[src/rtl/crc_pkg.sv]
// Shared types and bit-level helpers for the streaming CRC engine.
// Helpers work on a 64-bit container so that one definition serves every CRC width.
package crc_pkg;

    typedef enum logic [1:0] {
        IDLE,
        ACCUM,
        HOLD
    } state_e;

    localparam int MAX_W = 64;

    typedef logic [MAX_W-1:0] crc_word_t;

    function automatic crc_word_t width_mask(input int width);
        crc_word_t m;
        m = '0;
        for (int i = 0; i < MAX_W; i++) begin
            if (i < width) begin
                m = {m[MAX_W-2:0], 1'b1};
            end
        end
        return m;
    endfunction

    // One LFSR step: the feedback taps are the CRC's top bit XORed with the incoming bit.
    function automatic crc_word_t crc_step(input crc_word_t lfsr, input logic data_bit,
                                           input int width, input crc_word_t poly);
        crc_word_t top;
        logic      fb;
        top = lfsr >> (width - 1);
        fb  = top[0] ^ data_bit;
        return ((lfsr << 1) ^ (fb ? poly : '0)) & width_mask(width);
    endfunction

    function automatic crc_word_t bitrev(input crc_word_t value, input int width);
        crc_word_t src;
        crc_word_t rev;
        src = value;
        rev = '0;
        for (int i = 0; i < MAX_W; i++) begin
            if (i < width) begin
                rev = {rev[MAX_W-2:0], src[0]};
                src = src >> 1;
            end
        end
        return rev;
    endfunction

endpackage

[src/rtl/crc_stream_if.sv]
// Framed input stream plus registered result port of one CRC engine instance.
interface crc_stream_if #(
    parameter int DATA_W = 8,
    parameter int CRC_W  = 16
) ();

    logic              in_valid;
    logic              in_ready;
    logic [DATA_W-1:0] in_data;
    logic              in_sop;
    logic              in_eop;
    logic              crc_valid;
    logic              crc_ready;
    logic [CRC_W-1:0]  crc_out;
    logic              crc_match;
    logic              frame_err;

    modport master (
        output in_valid, in_data, in_sop, in_eop, crc_ready,
        input  in_ready, crc_valid, crc_out, crc_match, frame_err
    );

    modport slave (
        input  in_valid, in_data, in_sop, in_eop, crc_ready,
        output in_ready, crc_valid, crc_out, crc_match, frame_err
    );

endinterface

[src/rtl/crc_next_comb.sv]
// Combinational unroll of DATA_W serial LFSR steps, i.e. the CRC update for one beat.
module crc_next_comb
    import crc_pkg::*;
#(
    parameter int               CRC_W      = 16,
    parameter logic [CRC_W-1:0] POLY       = 16'h1021,
    parameter int               DATA_W     = 8,
    parameter bit               REFLECT_IN = 1'b0
) (
    input  logic [CRC_W-1:0]  lfsr_i,
    input  logic [DATA_W-1:0] data_i,
    output logic [CRC_W-1:0]  lfsr_o
);

    crc_word_t acc;
    logic      data_bit;

    // NOTE: every variable assigned here gets a value before any branch, so no latch is inferred.
    always_comb begin
        acc      = crc_word_t'(lfsr_i);
        data_bit = 1'b0;
        for (int i = 0; i < DATA_W; i++) begin
            data_bit = REFLECT_IN ? data_i[i] : data_i[DATA_W-1-i];
            acc      = crc_step(acc, data_bit, CRC_W, crc_word_t'(POLY));
        end
        lfsr_o = CRC_W'(acc);
    end

endmodule

[src/rtl/crc_stream.sv]
// Framed valid/ready CRC engine: frame FSM, LFSR register and registered result port.
module crc_stream
    import crc_pkg::*;
#(
    parameter int               CRC_W       = 16,
    parameter logic [CRC_W-1:0] POLY        = 16'h1021,
    parameter logic [CRC_W-1:0] SEED        = '1,
    parameter int               DATA_W      = 8,
    parameter bit               REFLECT_IN  = 1'b0,
    parameter bit               REFLECT_OUT = 1'b0,
    parameter logic [CRC_W-1:0] XOR_OUT     = '0,
    parameter logic [CRC_W-1:0] RESIDUE     = '0
) (
    input logic         clk,
    input logic         rst,
    crc_stream_if.slave s
);

    state_e           state_q, state_d;
    logic [CRC_W-1:0] lfsr_q, lfsr_d;
    logic             crc_valid_q, crc_valid_d;
    logic [CRC_W-1:0] crc_out_q, crc_out_d;
    logic             crc_match_q, crc_match_d;
    logic             frame_err_q, frame_err_d;

    logic             in_ready;
    logic             accept;
    logic [CRC_W-1:0] base_lfsr;
    logic [CRC_W-1:0] next_lfsr;
    crc_word_t        rev_word;
    logic [CRC_W-1:0] final_crc;

    assign in_ready = !rst && (state_q != HOLD);
    assign accept   = s.in_valid && in_ready;

    // A start-of-frame beat always begins from SEED, even when it aborts a frame in flight.
    assign base_lfsr = s.in_sop ? SEED : lfsr_q;

    crc_next_comb #(
        .CRC_W      (CRC_W),
        .POLY       (POLY),
        .DATA_W     (DATA_W),
        .REFLECT_IN (REFLECT_IN)
    ) u_next (
        .lfsr_i (base_lfsr),
        .data_i (s.in_data),
        .lfsr_o (next_lfsr)
    );

    always_comb begin
        rev_word  = bitrev(crc_word_t'(next_lfsr), CRC_W);
        final_crc = (REFLECT_OUT ? CRC_W'(rev_word) : next_lfsr) ^ XOR_OUT;
    end

    always_comb begin
        state_d     = state_q;
        lfsr_d      = lfsr_q;
        crc_valid_d = crc_valid_q;
        crc_out_d   = crc_out_q;
        crc_match_d = crc_match_q;
        frame_err_d = 1'b0;

        unique case (state_q)
            IDLE: begin
                if (accept) begin
                    if (s.in_sop) begin
                        lfsr_d  = next_lfsr;
                        state_d = s.in_eop ? HOLD : ACCUM;
                    end else begin
                        frame_err_d = 1'b1;
                    end
                end
            end
            ACCUM: begin
                if (accept) begin
                    lfsr_d      = next_lfsr;
                    frame_err_d = s.in_sop;
                    if (s.in_eop) begin
                        state_d = HOLD;
                    end
                end
            end
            HOLD: begin
                if (s.crc_ready) begin
                    state_d     = IDLE;
                    lfsr_d      = SEED;
                    crc_valid_d = 1'b0;
                end
            end
            default: state_d = IDLE;
        endcase

        // Result is captured once, on the edge that enters HOLD, and then held stable.
        if (state_d == HOLD && state_q != HOLD) begin
            crc_valid_d = 1'b1;
            crc_out_d   = final_crc;
            crc_match_d = (next_lfsr == RESIDUE);
        end
    end

    // NOTE: state registers use non-blocking assignments so every flop samples pre-edge values.
    always_ff @(posedge clk) begin
        if (rst) begin
            state_q     <= IDLE;
            lfsr_q      <= SEED;
            crc_valid_q <= 1'b0;
            crc_out_q   <= '0;
            crc_match_q <= 1'b0;
            frame_err_q <= 1'b0;
        end else begin
            state_q     <= state_d;
            lfsr_q      <= lfsr_d;
            crc_valid_q <= crc_valid_d;
            crc_out_q   <= crc_out_d;
            crc_match_q <= crc_match_d;
            frame_err_q <= frame_err_d;
        end
    end

    assign s.in_ready  = in_ready;
    assign s.crc_valid = crc_valid_q;
    assign s.crc_out   = crc_out_q;
    assign s.crc_match = crc_match_q;
    assign s.frame_err = frame_err_q;

endmodule

[src/flat_wrapper.sv]
// flat-port wrapper written by rule: the top's interface ports become plain ports
module crc_stream_flat import crc_pkg::*;
#(
    parameter int               CRC_W       = 16,
    parameter logic [CRC_W-1:0] POLY        = 16'h1021,
    parameter logic [CRC_W-1:0] SEED        = '1,
    parameter int               DATA_W      = 8,
    parameter bit               REFLECT_IN  = 1'b0,
    parameter bit               REFLECT_OUT = 1'b0,
    parameter logic [CRC_W-1:0] XOR_OUT     = '0,
    parameter logic [CRC_W-1:0] RESIDUE     = '0
)
  (clk, rst, s_in_valid, s_in_data, s_in_sop, s_in_eop, s_crc_ready, s_in_ready, s_crc_valid, s_crc_out, s_crc_match, s_frame_err);
  crc_stream_if #(.DATA_W(DATA_W), .CRC_W(CRC_W)) s_i ();
  input logic clk;
  input logic rst;
  input wire logic [$bits(s_i.in_valid)-1:0] s_in_valid;
  input wire logic [$bits(s_i.in_data)-1:0] s_in_data;
  input wire logic [$bits(s_i.in_sop)-1:0] s_in_sop;
  input wire logic [$bits(s_i.in_eop)-1:0] s_in_eop;
  input wire logic [$bits(s_i.crc_ready)-1:0] s_crc_ready;
  output wire logic [$bits(s_i.in_ready)-1:0] s_in_ready;
  output wire logic [$bits(s_i.crc_valid)-1:0] s_crc_valid;
  output wire logic [$bits(s_i.crc_out)-1:0] s_crc_out;
  output wire logic [$bits(s_i.crc_match)-1:0] s_crc_match;
  output wire logic [$bits(s_i.frame_err)-1:0] s_frame_err;
  assign s_i.in_valid = s_in_valid;
  assign s_i.in_data = s_in_data;
  assign s_i.in_sop = s_in_sop;
  assign s_i.in_eop = s_in_eop;
  assign s_i.crc_ready = s_crc_ready;
  assign s_in_ready = s_i.in_ready;
  assign s_crc_valid = s_i.crc_valid;
  assign s_crc_out = s_i.crc_out;
  assign s_crc_match = s_i.crc_match;
  assign s_frame_err = s_i.frame_err;
  crc_stream #(.CRC_W(CRC_W), .POLY(POLY), .SEED(SEED), .DATA_W(DATA_W), .REFLECT_IN(REFLECT_IN), .REFLECT_OUT(REFLECT_OUT), .XOR_OUT(XOR_OUT), .RESIDUE(RESIDUE)) u_core (.clk(clk), .rst(rst), .s(s_i));
endmodule
[config.mk]
export PLATFORM = sky130hd
export DESIGN_NAME = crc_stream_flat
export DESIGN_NICKNAME = d
export VERILOG_FILES = /design/src/rtl/crc_pkg.sv /design/src/rtl/crc_stream_if.sv /design/src/rtl/crc_next_comb.sv /design/src/rtl/crc_stream.sv /design/src/flat_wrapper.sv
export SDC_FILE = /design/constraint.sdc
export NUM_CORES = 1
export LEC_CHECK = 0
export ABC_AREA = 0
export BUFFER_PORTS_ARGS = -buffer_cell sky130_fd_sc_hd__buf_2
export CORE_ASPECT_RATIO = 0.5
export CORE_MARGIN = 4
export CORE_UTILIZATION = 30
export DETAILED_ROUTE_END_ITERATION = 10
export GPL_TIMING_DRIVEN = 0
export PLACE_DENSITY = 0.59
export REMOVE_ABC_BUFFERS = 1
export SYNTH_ARGS = -nofsm -noshare
export SYNTH_HDL_FRONTEND = slang
export SYNTH_SLANG_ARGS = --single-unit
[constraint.sdc]
create_clock -name clk -period 1.8 [get_ports clk]
set_clock_uncertainty 0.05 [all_clocks]
set_input_delay 0.36 -clock clk [delete_from_list [all_inputs] [get_ports clk]]
set_output_delay 0.36 -clock clk [all_outputs]
set_load 0.1 [all_outputs]
# == Word-level counts from Yosys, hierarchy flattened ==
# Index checks and enable logic that the tools add are counted.
# W data, S select, Z words.
# op_classes
add_sub_neg,0
n_mul,0
n_div,0
magnitude_cmp,0
n_eq_ne,8
shifts,0
muxes,28
bitwise_logic,16
n_reduce_logical,11
# op_table
operator,count
$xor A16 B13 Y16,7
$mux W13,8
$mux W16,5
$pmux W16 S3,1
$logic_not A16 Y1,1
$xor A16 B16 Y16,1
$mux W2,6
$xor A1 B1 Y1,8
$mux W1,6
$ne A2 B2 Y1 const B,3
$pmux W2 S3,1
$reduce_and A5 Y1,1
$eq A2 B2 Y1 const B,2
$ne A2 B1 Y1 const B,2
$reduce_bool A2 Y1,2
$logic_and A1 B1 Y1,3
$reduce_bool A3 Y1,1
$eq A2 B1 Y1 const B,1
$logic_not A2 Y1,1
$pmux W1 S2,1
$reduce_and A2 Y1,1
$logic_not A1 Y1,1
# word_totals
register_bits,37
latchBits,0
ram_bits,0
rom_bits,0
inputBits,14
output_inout_bits,20
word_cells,69
n_memories,0

# == Logic depth before layout (Yosys ltp) ==
# logic_depth
ltp_word,28
ltp_mapped,7
ltp_nobuf,5

# == Modules after synthesis ==
# A second synthesis with hierarchy kept.
# hier_totals
hier_cells,202
area_unflattened_um2,1994.4
# modules_own_cells
module,n_inst,cells_each,area_per_inst_um2,seq_area_each_um2
crc_stream,1,177,1606.5,740.7
crc_next_comb,1,25,387.9,0.0

# == Worst setup path after synthesis ==
# No wires, ideal clock.
# synth_path
kind,input to output
from,input rst
to,output s_in_ready
t_arrival_ns,1.957
required_time_ns,1.390
path_slack_ns,-0.567
cell_stages,3
path_buffers,2
cell_sequence,clkbuf_8 > clkbuf_1 > nor2_1
# synth_between
elab_chain_cells,2
# synth_rtl
element,line_no,text
start: declaration,flat_wrapper.sv:16,input logic rst;
$logic_not A1 Y1,crc_stream.sv:33,assign in_ready = !rst && (state_q != HOLD);
$logic_and A1 B1 Y1,crc_stream.sv:33,
end: declaration,flat_wrapper.sv:22,output wire logic [$bits(s_i.in_ready)-1:0] s_in_ready;
# No other way between the ends.

# == Final worst setup path ==
# layout_path
from,register u_core.state_q[1]
to,output s_in_ready
# layout_between
elab_chain_cells,2
# layout_rtl
element,line_no,text
start: declaration,crc_stream.sv:19,"state_e state_q, state_d;"
start signal: assignment,crc_stream.sv:111,state_q <= state_d;
$ne A2 B2 Y1,crc_stream.sv:33,
$logic_and A1 B1 Y1,crc_stream.sv:33,
# No other way between the ends.

==> impl_metrics.csv <==
group,metric,value,unit
outcome,outcome,"complete, no violations",
timing,timing_worst_slew_pin_value,0.5751,ns
die,floorplan.die_area,0.008003,sq mm
synthesis,synth-edff-count,0,
worst_setup_path,kind_of_cell_with_the_highest_combined_delay_on_the_critical_path,"flip-flops",
grt,grt-ovfl-total,0,
worst_setup_path,ff2ff_path_depth,5,
worst_hold_path,worst_min_delay_path_endpoint,"u_core.state_q[1]",
cts,ctsHtreeMaxLevel,2,
synthesis,synth-async-reset-ratio,0,%
cts,tritoncts_num_sinks,37,
power,power_per_cell_area,924.6,mW/mm^2
finish,antenna_cells,0,
finish,flow.area_growth_from_synthesis,21.73,%
timing,timing.max_slew.rel_slack,61.66,%
worst_hold_path,min_from,"s_crc_ready",
drt,detail_routed_via_count_per_cell,4.843,
die,design.portCount,34,
synthesis,ys_seq_area_share,37.61,%
die,coreArea,0.006206,sq mm
drt,drt_pre_antenna_iters,4,
worst_setup_path,critical_path.max_fanout,5,
die,initial_core_utilization,31.73,%
synthesis,ys_types,43,
die,die_x,122.6,um
die,core.rowCount,20,
drt,routed-via-count,1608,
worst_setup_path,startpoint_type,"register",
worst_setup_path,worst_ep_required_time,1.39,ns
power,power.static_leakage,0.9346,nW
synthesis,postSynthAreaPerCell,9.160,sq um
synthesis,synthCells,215,
cts,cts.hold.buffers_added,0,
timing,max_slew_violation_total_from_the_final_report,0,
worst_setup_path,critical_path.cell_chain,"nor2b_1 -> nor2_1 -> buf_4",
timing,finalHoldViolCount,0,
worst_hold_path,worstHoldPathCells,3,
worst_setup_path,critical_path_max_stage_delay,0.44,ns
placed_design,gpl.final_weighted_congestion,0.7675,
placed_design,io_buffer_count,33,
cts,tritoncts,"built",
grt,track_usage,12.28,%
synthesis,synth_top_flop_cell,"dfxtp_1",
cts,clock_tree.buffer_depth,2,
synthesis,yosys.area.top_type,"dfxtp_1",
worst_setup_path,slowest_stage,"dfxtp_1",
grt,number_of_global_route_vias_before_repair,1537,
grt,grt_max_degree,40,
drt,avgRoutedWirePerCell,14.81,um
placed_design,post-dp-hpwl,3105,um
worst_setup_path,setup.worst_path.end_class,"output pin",
cts,library_cell_used_as_clock_root_buffer,"clkbuf_16",
cts,worst_skew_pair_latency,0.28,ns
finish,final_nets,257,
worst_setup_path,worst_ep_arrival_time,1.29,ns
die,fp.dieH,65.29,um
synthesis,postSynthRegisterBits,37,
worst_setup_path,timing_worst_setup_path_type,"register to output pin",
drt,antenna_left,0,
job,max_cap_viol_count,0,
placed_design,place_inst,323,
drt,detail_route.wirelength,4916,um
power,ir_drop,0.3227,mV
finish,fraction_of_layout_cells_with_a_size_suffix_above_1,22.13,%
synthesis,yosys-top-cells-area,"dfxtp_1, xnor2_1, nor2_1",
drt,remaining_design_rule_violation_count,0,
finish,most_frequent_standard_cell_in_the_layout_excluding_fill_and_tap_cells,"dfxtp_1",
synthesis,synth_top_area_share,37.61,%
synthesis,mappedNetlistArea,0.001969,sq mm
cts,tritoncts.num_buffers,5,
finish,postLayoutCellArea,0.002397,sq mm
grt,grt_antenna_before_repair,0,
worst_setup_path,rrSetupSlack,0.12,ns
timing,setup-violations-final,0,
placed_design,placed_area,0.002176,sq mm
worst_hold_path,timing.hold.worst.class,"input pin to register",
drt,detail_route.iter0.violations,102,
timing,minimum_period_implied_by_the_final_worst_setup_slack,1.704,ns
timing,max_freq,0.5869,GHz
grt,wire_length_of_the_first_global_routing_pass,7672,um
power,fin_total_pwr,2.216,mW
cts,clkTransAtPathRegs,0.05,ns
worst_setup_path,regToRegEndpoint,"u_core.s.crc_match",
timing,min_period_over_period,94.66,%
worst_setup_path,regToRegStartpoint,"u_core.lfsr_q[12]",
finish,most-common-layout-cells,"dfxtp_1, nor2_1, buf_2",
worst_setup_path,cp_num_buf_inv,1,
finish,finish.cell_count_without_fillers,332,
synthesis,yosys_warnings,0,
## how the worst max path moves through the flow
| stage | from | cells past startpoint | to | slack, ns |
|---|---|---|---|---|
| 3_5_place_dp | rst | 6 | u_core.s.crc_match | -0.69 |
| 2_1_floorplan | u_core.state_q[0] | 2 | s_in_ready | -0.41 |
| 3_3_place_gp | rst | 6 | u_core.s.crc_match | -0.68 |
| 4_1_cts | u_core.state_q[1] | 5 | u_core.s.crc_match | 0.003 |
| 6_report | u_core.state_q[1] | 3 | s_in_ready | 0.1 |
| 5_1_grt | u_core.state_q[1] | 3 | s_in_ready | -0.006 |
## cell usage after synthesis, types with 5 or more instances
master and count:
xor2_1 6, o22ai_1 5, nand2b_1 14, xnor2_1 19
nor3_1 6, nor2_1 31, a21oi_1 8, nand2_1 12
a211oi_1 8, clkbuf_1 6, dfxtp_1 37, o2bb2ai_1 8
## what timing repair did
action,in CTS,in global routing
setup endpoints to repair,36,29
resized for setup,7,9
gates cloned,0,1
setup buffers,0,0
pin swaps,0,1
## registers in the layout, summed over array words and instances (netlist names)
name / flops
u_core.s.crc_match: 1
u_core.state_q: 2
u_core.s.frame_err: 1
u_core.s.crc_out: 16
u_core.s.crc_valid: 1
u_core.lfsr_q: 16
## cell families (layout without fill, tap and decap cells)
| logic type | count (synthesis) | count (layout) | share of synthesized area (%) |
|---|---|---|---|
| AND/OR/NAND/NOR | 82 | 82 | 21.22 |
| XOR/XNOR | 30 | 30 | 16.90 |
| buffers and inverters | 14 | 42 | 3.684 |
| AO/OA/AOI/OAI | 50 | 51 | 19.57 |
| flip-flops | 37 | 37 | 37.61 |
| multiplexers | 2 | 2 | 1.017 |
## where the power goes
| group | total [mW] | internal [mW] | switching (mW) |
|---|---|---|---|
| sequential | 0.888 | 0.856 | 0.0319 |
| combinational | 0.497 | 0.168 | 0.329 |
| clock | 0.832 | 0.515 | 0.317 |
## final cells by class
type	instances	area [sq um]
clock buffer	8	136.4
sequential	37	743.2
timing repair buffer	33	172.7
inverter	1	3.754
tap	88	110.1
multi-input combinational	165	1231
fill	655	3809
## through the flow
step	setup TNS (ns)	utilization [%]	hold WS [ns]	setup WS, ns
6_report	0	38.63	0.3274	0.09611
4_1_cts	0	37.72	0.3026	0.003479
5_1_grt	-0.005580	38.63	0.3589	-0.005580
3_3_place_gp	-16.29	35.06	0.3950	-0.6786
2_1_floorplan	-0.4066	-	0.3791	-0.4066
3_5_place_dp	-17.34	35.06	0.3975	-0.6948
## worst min-delay path: cells and delay by family
family / cells / cell delay (ns)
buf+inv: 1 / 0.08
compound gates: 1 / 0.06
simple gates: 1 / 0.09
## routing by layer
layer	up-vias	global-route usage (%)	routed length [um]
li1	813	-	-
met1	758	15.70	2327
met2	29	19.82	2335
met3	8	2.752	177
met4	0	5.718	76
met5	-	0	0
(Power assumes the default switching activity.)
